**config.mk**
```make
export PLATFORM = sky130hd
export DESIGN_NAME = fetch_stage
export DESIGN_NICKNAME = d
export VERILOG_FILES = /design/src/rtl/fetch_stage.sv
export SDC_FILE = /design/constraint.sdc
export NUM_CORES = 1
export LEC_CHECK = 0
export CAP_MARGIN = 10
export CORE_AREA = 4 4 190 192
export DETAILED_ROUTE_END_ITERATION = 8
export DIE_AREA = 0 0 194 196
export GPL_TIMING_DRIVEN = 0
export SLEW_MARGIN = 20
export SYNTH_ARGS = -nofsm -noshare
export SYNTH_HDL_FRONTEND = slang
export SYNTH_SLANG_ARGS = --single-unit
```
**constraint.sdc**
```tcl
create_clock -name clk -period 12.34 [get_ports clk]
set_clock_uncertainty 0.15 [all_clocks]
set_input_delay 2.468 -clock clk [delete_from_list [all_inputs] [get_ports clk]]
set_output_delay 2.468 -clock clk [all_outputs]
set_load 0.1 [all_outputs]
```
**src/rtl/fetch_stage.sv**
```systemverilog
// Y86-64 fetch stage: PC select, instruction split/align, predicted-PC register and sticky-halt FSM.
// Optional performance counters are compiled in when FETCH_PERF_EN is defined.
module fetch_stage #(
    parameter logic [63:0] RESET_PC = 64'h0
) (
    input  logic        clk,
    input  logic        rst_n,
    input  logic        F_stall,
    input  logic [3:0]  M_icode,
    input  logic        M_Cnd,
    input  logic [63:0] M_valA,
    input  logic [3:0]  W_icode,
    input  logic [63:0] W_valM,
    output logic [63:0] imem_addr,
    input  logic [79:0] imem_data,
    input  logic        imem_error,
    output logic [3:0]  f_icode,
    output logic [3:0]  f_ifun,
    output logic [3:0]  f_rA,
    output logic [3:0]  f_rB,
    output logic [63:0] f_valC,
    output logic [63:0] f_valP,
    output logic [3:0]  f_stat,
    output logic [63:0] f_predPC
`ifdef FETCH_PERF_EN
    ,
    output logic [31:0] perf_fetched,
    output logic [31:0] perf_stalls,
    output logic [31:0] perf_redirects
`endif
);

    localparam logic [3:0] I_HALT = 4'h0;
    localparam logic [3:0] I_NOP  = 4'h1;
    localparam logic [3:0] I_JXX  = 4'h7;
    localparam logic [3:0] I_CALL = 4'h8;
    localparam logic [3:0] I_RET  = 4'h9;
    localparam logic [3:0] I_MAX  = 4'hB;
    localparam logic [3:0] R_NONE = 4'hF;

    localparam logic [3:0] S_AOK = 4'd1;
    localparam logic [3:0] S_HLT = 4'd2;
    localparam logic [3:0] S_ADR = 4'd3;
    localparam logic [3:0] S_INS = 4'd4;

    typedef enum logic {RUN, HALTED} state_t;

    state_t      state_q;
    logic [63:0] pred_pc_q;

    logic        mispredict;
    logic        ret_taken;
    logic        redirect;
    logic [63:0] f_pc;
    logic [7:0]  byte0;
    logic [7:0]  byte1;
    logic [3:0]  raw_icode;
    logic        need_regids;
    logic        need_valC;
    logic [63:0] dec_valC;
    logic [63:0] dec_valP;
    logic [3:0]  dec_stat;

    assign mispredict = (M_icode == I_JXX) && !M_Cnd;
    assign ret_taken  = (W_icode == I_RET);
    assign redirect   = mispredict || ret_taken;
    assign f_pc       = mispredict ? M_valA : (ret_taken ? W_valM : pred_pc_q);
    assign imem_addr  = f_pc;

    assign byte0     = imem_data[7:0];
    assign byte1     = imem_data[15:8];
    assign raw_icode = byte0[7:4];

    always_comb begin
        need_regids = 1'b0;
        need_valC   = 1'b0;
        case (raw_icode)
            4'h2, 4'h6, 4'hA, 4'hB: need_regids = 1'b1;
            4'h3, 4'h4, 4'h5: begin
                need_regids = 1'b1;
                need_valC   = 1'b1;
            end
            4'h7, 4'h8:             need_valC   = 1'b1;
            default: ;
        endcase
    end

    // The constant sits one byte later when a register-specifier byte precedes it.
    assign dec_valC = !need_valC ? 64'h0 :
                      (need_regids ? imem_data[79:16] : imem_data[71:8]);
    assign dec_valP = f_pc + 64'd1 + {63'd0, need_regids} + {60'd0, need_valC, 3'b000};

    always_comb begin
        if (imem_error)              dec_stat = S_ADR;
        else if (raw_icode > I_MAX)  dec_stat = S_INS;
        else if (raw_icode == I_HALT) dec_stat = S_HLT;
        else                         dec_stat = S_AOK;
    end

    // A redirect out of HALTED decodes the redirect target normally in the same cycle.
    always_comb begin
        f_icode  = raw_icode;
        f_ifun   = byte0[3:0];
        f_rA     = need_regids ? byte1[7:4] : R_NONE;
        f_rB     = need_regids ? byte1[3:0] : R_NONE;
        f_valC   = dec_valC;
        f_valP   = dec_valP;
        f_stat   = dec_stat;
        f_predPC = (raw_icode == I_JXX || raw_icode == I_CALL) ? dec_valC : dec_valP;
        if (imem_error) begin
            f_icode = I_NOP;
            f_ifun  = 4'h0;
        end
        if (state_q == HALTED && !redirect) begin
            f_icode  = I_NOP;
            f_ifun   = 4'h0;
            f_rA     = R_NONE;
            f_rB     = R_NONE;
            f_valC   = 64'h0;
            f_valP   = pred_pc_q;
            f_stat   = S_AOK;
            f_predPC = pred_pc_q;
        end
    end

    always_ff @(posedge clk or negedge rst_n) begin
        if (!rst_n) begin
            state_q   <= RUN;
            pred_pc_q <= RESET_PC;
        end else if (!F_stall) begin
            case (state_q)
                RUN: begin
                    pred_pc_q <= f_predPC;
                    if (f_stat != S_AOK && !redirect)
                        state_q <= HALTED;
                end
                HALTED: begin
                    if (redirect) begin
                        pred_pc_q <= f_predPC;
                        state_q   <= RUN;
                    end
                end
                default: state_q <= RUN;
            endcase
        end
    end

`ifdef FETCH_PERF_EN
    logic [31:0] fetched_q;
    logic [31:0] stalls_q;
    logic [31:0] redirects_q;

    function automatic logic [31:0] sat_inc(input logic [31:0] v, input logic en);
        return (en && v != 32'hFFFF_FFFF) ? v + 32'd1 : v;
    endfunction

    always_ff @(posedge clk or negedge rst_n) begin
        if (!rst_n) begin
            fetched_q   <= 32'd0;
            stalls_q    <= 32'd0;
            redirects_q <= 32'd0;
        end else begin
            fetched_q   <= sat_inc(fetched_q, !F_stall && state_q == RUN);
            stalls_q    <= sat_inc(stalls_q, F_stall);
            redirects_q <= sat_inc(redirects_q, redirect && !F_stall);
        end
    end

    assign perf_fetched   = fetched_q;
    assign perf_stalls    = stalls_q;
    assign perf_redirects = redirects_q;
`endif

endmodule

```
==> results.toml <==
[final_layout]
drive_above_1_share_pct = 8.845
diodes = 0
finalCoreUtilization_pct = 44.92
syn2layout_area_growth_pct = 62.11
fillers = 3587
fin_nets = 2175

[sta]
hold_viol = 0
final-setup-viol-count = 0
slew_headroom_pct = 19.52
post-route-period-util_pct = 98.93
fmax_mhz = 81.91
maxSlewViolCount = 0
finalCriticalPeriod_ps = 12210
worst_slew_pin_slew_ps = 1202
rsz0062_at_grt = "false"

[routing]
postRouteAntennaNets = 0
firstDrtPassIters = 6
drtIter0Drc = 1814
drt-total-wl_um = 71260
wl_per_cell_um = 29.56
drc_errors = 0
vias_per_cell = 5.810
vias = 14010

[critical_path]
startpoint = "W_icode[3]"
cp.required_ps = 9720
path_common_cell = "buf_2"
endpoint = "f_predPC[41]"
critPathLaunchType = "input pin"
slowest_delay_ps = 1200
worst_setup_path_end_kind = "primary output"
r2r-start = "pred_pc_q[0]$_DFFE_PN0P_"
critPathKind = "input pin to primary output"
slowest_stage = "clkdlybuf4s50_1"
cp.arrival_ps = 9590
path_cells = "clkdlybuf4s50_1 > and4bb_1 > buf_6 > buf_6 > buf_2 > buf_2 > buf_2 > buf_1 > nand2_1 > a31oi_1 > ha_1 > nand2b_1 > o41ai_1 > a41o_1 > and4_1 > buf_2 > nand4_2 > nor3_1 > xor2_1 > nor2_1 > o31ai_2 > clkdlybuf4s50_1"
r2r-end = "pred_pc_q[58]$_DFFE_PN0P_"
r2r_setup_slack_ps = 7950
reg2reg_depth = 15
crit_fanout = 10

[yosys]
syn-num-nets = 1671
ys_warn_count = 0
syn-mean-instance-area_sq_um = 6.582
synth_area_sq_um = 9524
ys_ff_latch = 65
ys_types = 87
async_flop_share_pct = 100.0
syn_inst = 1447
synth_edf_count = 0
seq_area_frac_synth_pct = 17.08
ys.flop_type = "dfrtp_1"

[clock_tree]
post_cts_buffers = 0
clk_pin_slew_ps = 60
cts_max_level = 3
root_buffer = "clkbuf_16"
cts_made_buffers = 9
ctsResizeCount = 62
cts_tree = "built"
cts_hold_buf = 0
clk_latency_ps = 340
clock_sinks = 65
clk_path_buf_depth = 2

[placement]
gp_congestion = 0.9768
port_buffers = 494
hpwl_um = 59250

[die]
die_area_sq_um = 38020
rows = 68
die_w_um = 194
initial_utilization_pct = 27.71
core_sq_um = 34370
die_y_um = 196
boundaryPins = 497

[global_route]
grt_first_pass_wirelength_um = 99310
grt_pass1_vias = 13510
antenna_found_initial = 0
overflow = 0
grt_max_degree = 53
grt_usage_pct = 35.30

[hold_path]
hold_path.startpoint = "state_q$_DFFE_PN0N_"
hp-class = "register to register"

[run]
maxCapViolations = 0

[status]
outcome = "finished, final reports clean"
==> layer usage <==
layer  part of all wire [%]  global-route usage [%]  vias up
li1                       -                       -     6119
met1                     41                   47.55     6773
met2                     45                   56.29      999
met3                     11                   8.587      116
met4                    3.3                   10.39        0
met5                      0                       0        -
==> Yosys cell counts, types with 16 or more instances <==
cell type  count  share of area [%]
xor2_1        20                1.8
clkbuf_1      67                2.6
o31ai_1       30                2.4
inv_1         23               0.91
a21oi_1      111                5.8
nand3_1       32                1.7
xnor2_1       36                3.3
nor3_1        53                2.8
mux2_2        21                2.5
nor2_1       280                 11
and2_1        25                1.6
o21ai_0       51                2.7
buf_2         16               0.84
dfrtp_1       65                 17
mux2i_1       85                8.9
a31oi_1       49                3.2
nand2_1      247                9.7
==> registers in the layout (all words and copies together) (netlist names) <==
register and cells:
state_q 1, pred_pc_q 64
==> cell type report <==
class	count	area, sq um	area share [%]
multi-input combinational	1249	7455	48.28
clock inverter	2	35.03	0.2269
timing repair buffer	495	4892	31.69
clock buffer	14	274.0	1.775
buffer	108	501.7	3.250
inverter	23	86.33	0.5592
sequential	65	1627	10.53
tap	455	569.3	3.687
==> cell families after synthesis <==
kind of cell / after synthesis / synth area share (%)
AND/OR/NAND/NOR: 758 / 37.32
XOR/XNOR: 56 / 5.150
flip-flops: 65 / 17.08
other: 1 / 0.03937
AO/OA/AOI/OAI: 322 / 21.82
buffers and inverters: 133 / 6.240
adder cells (fa/ha/maj): 3 / 0.3942
multiplexers: 109 / 11.95
==> layout by cell type (no fill, tap or decap), types with 10 or more instances in the layout <==
| cell | count |
|---|---|
| a31oi_1 | 49 |
| nand2_1 | 247 |
| o31ai_2 | 14 |
| o31ai_1 | 16 |
| nor3_1 | 53 |
| o21ai_0 | 45 |
| clkbuf_1 | 68 |
| a21oi_1 | 111 |
| xor2_1 | 20 |
| xnor2_1 | 36 |
| nand3_1 | 32 |
| inv_1 | 23 |
| nand2b_1 | 10 |
| and2_1 | 25 |
| o21ai_1 | 13 |
| clkdlybuf4s50_1 | 429 |
| nor2_1 | 280 |
| dfrtp_1 | 65 |
| buf_2 | 16 |
| mux2i_1 | 85 |
| mux2_2 | 21 |
| dlymetal6s2s_1 | 15 |
| buf_1 | 12 |
| clkbuf_2 | 20 |
| nor4_1 | 13 |
| dlygate4sd2_1 | 22 |
| a221oi_2 | 13 |
| nand4_1 | 15 |
| or3_1 | 12 |
==> critical path: cells and delay by family <==
family / cells / cell delay (ps)
AND/OR/NAND/NOR: 7 / 1330
XOR/XNOR: 1 / 340
AO/OA/AOI/OAI: 4 / 1170
adder cells (fa/ha/maj): 1 / 320
buffers and inverters: 9 / 3910
==> how the worst min path moves through the flow <==
stage	to	slack (ps)	cells after the start
2_1_floorplan	pred_pc_q[3]$_DFFE_PN0P_	320	2
3_3_place_gp	state_q$_DFFE_PN0N_	340	1
3_5_place_dp	state_q$_DFFE_PN0N_	350	1
4_1_cts	state_q$_DFFE_PN0N_	360	1
5_1_grt	state_q$_DFFE_PN0N_	390	1
6_report	state_q$_DFFE_PN0N_	370	1
==> stage by stage <==
| stage | hold WS, ps | TNS [ps] | instances | instance area (sq um) | setup slack [ps] |
|---|---|---|---|---|---|
| floorplan | 318.6 | 0 | 1447 | 9676 | 3.273 |
| global placement | 341.1 | -30580 | 2396 | 15190 | -851.0 |
| detailed placement | 351.5 | -23490 | 2397 | 15210 | -781.2 |
| CTS | 361.9 | 0 | 2412 | 15480 | 2.339 |
| global route | 390.5 | 0 | 2411 | 15440 | 4.416 |
| finish | 369.6 | 0 | 2411 | 15440 | 131.5 |
Power is left out: the tool's default activity adds up to more than one toggle a clock period on the data nets, which glitch-free logic cannot reach.
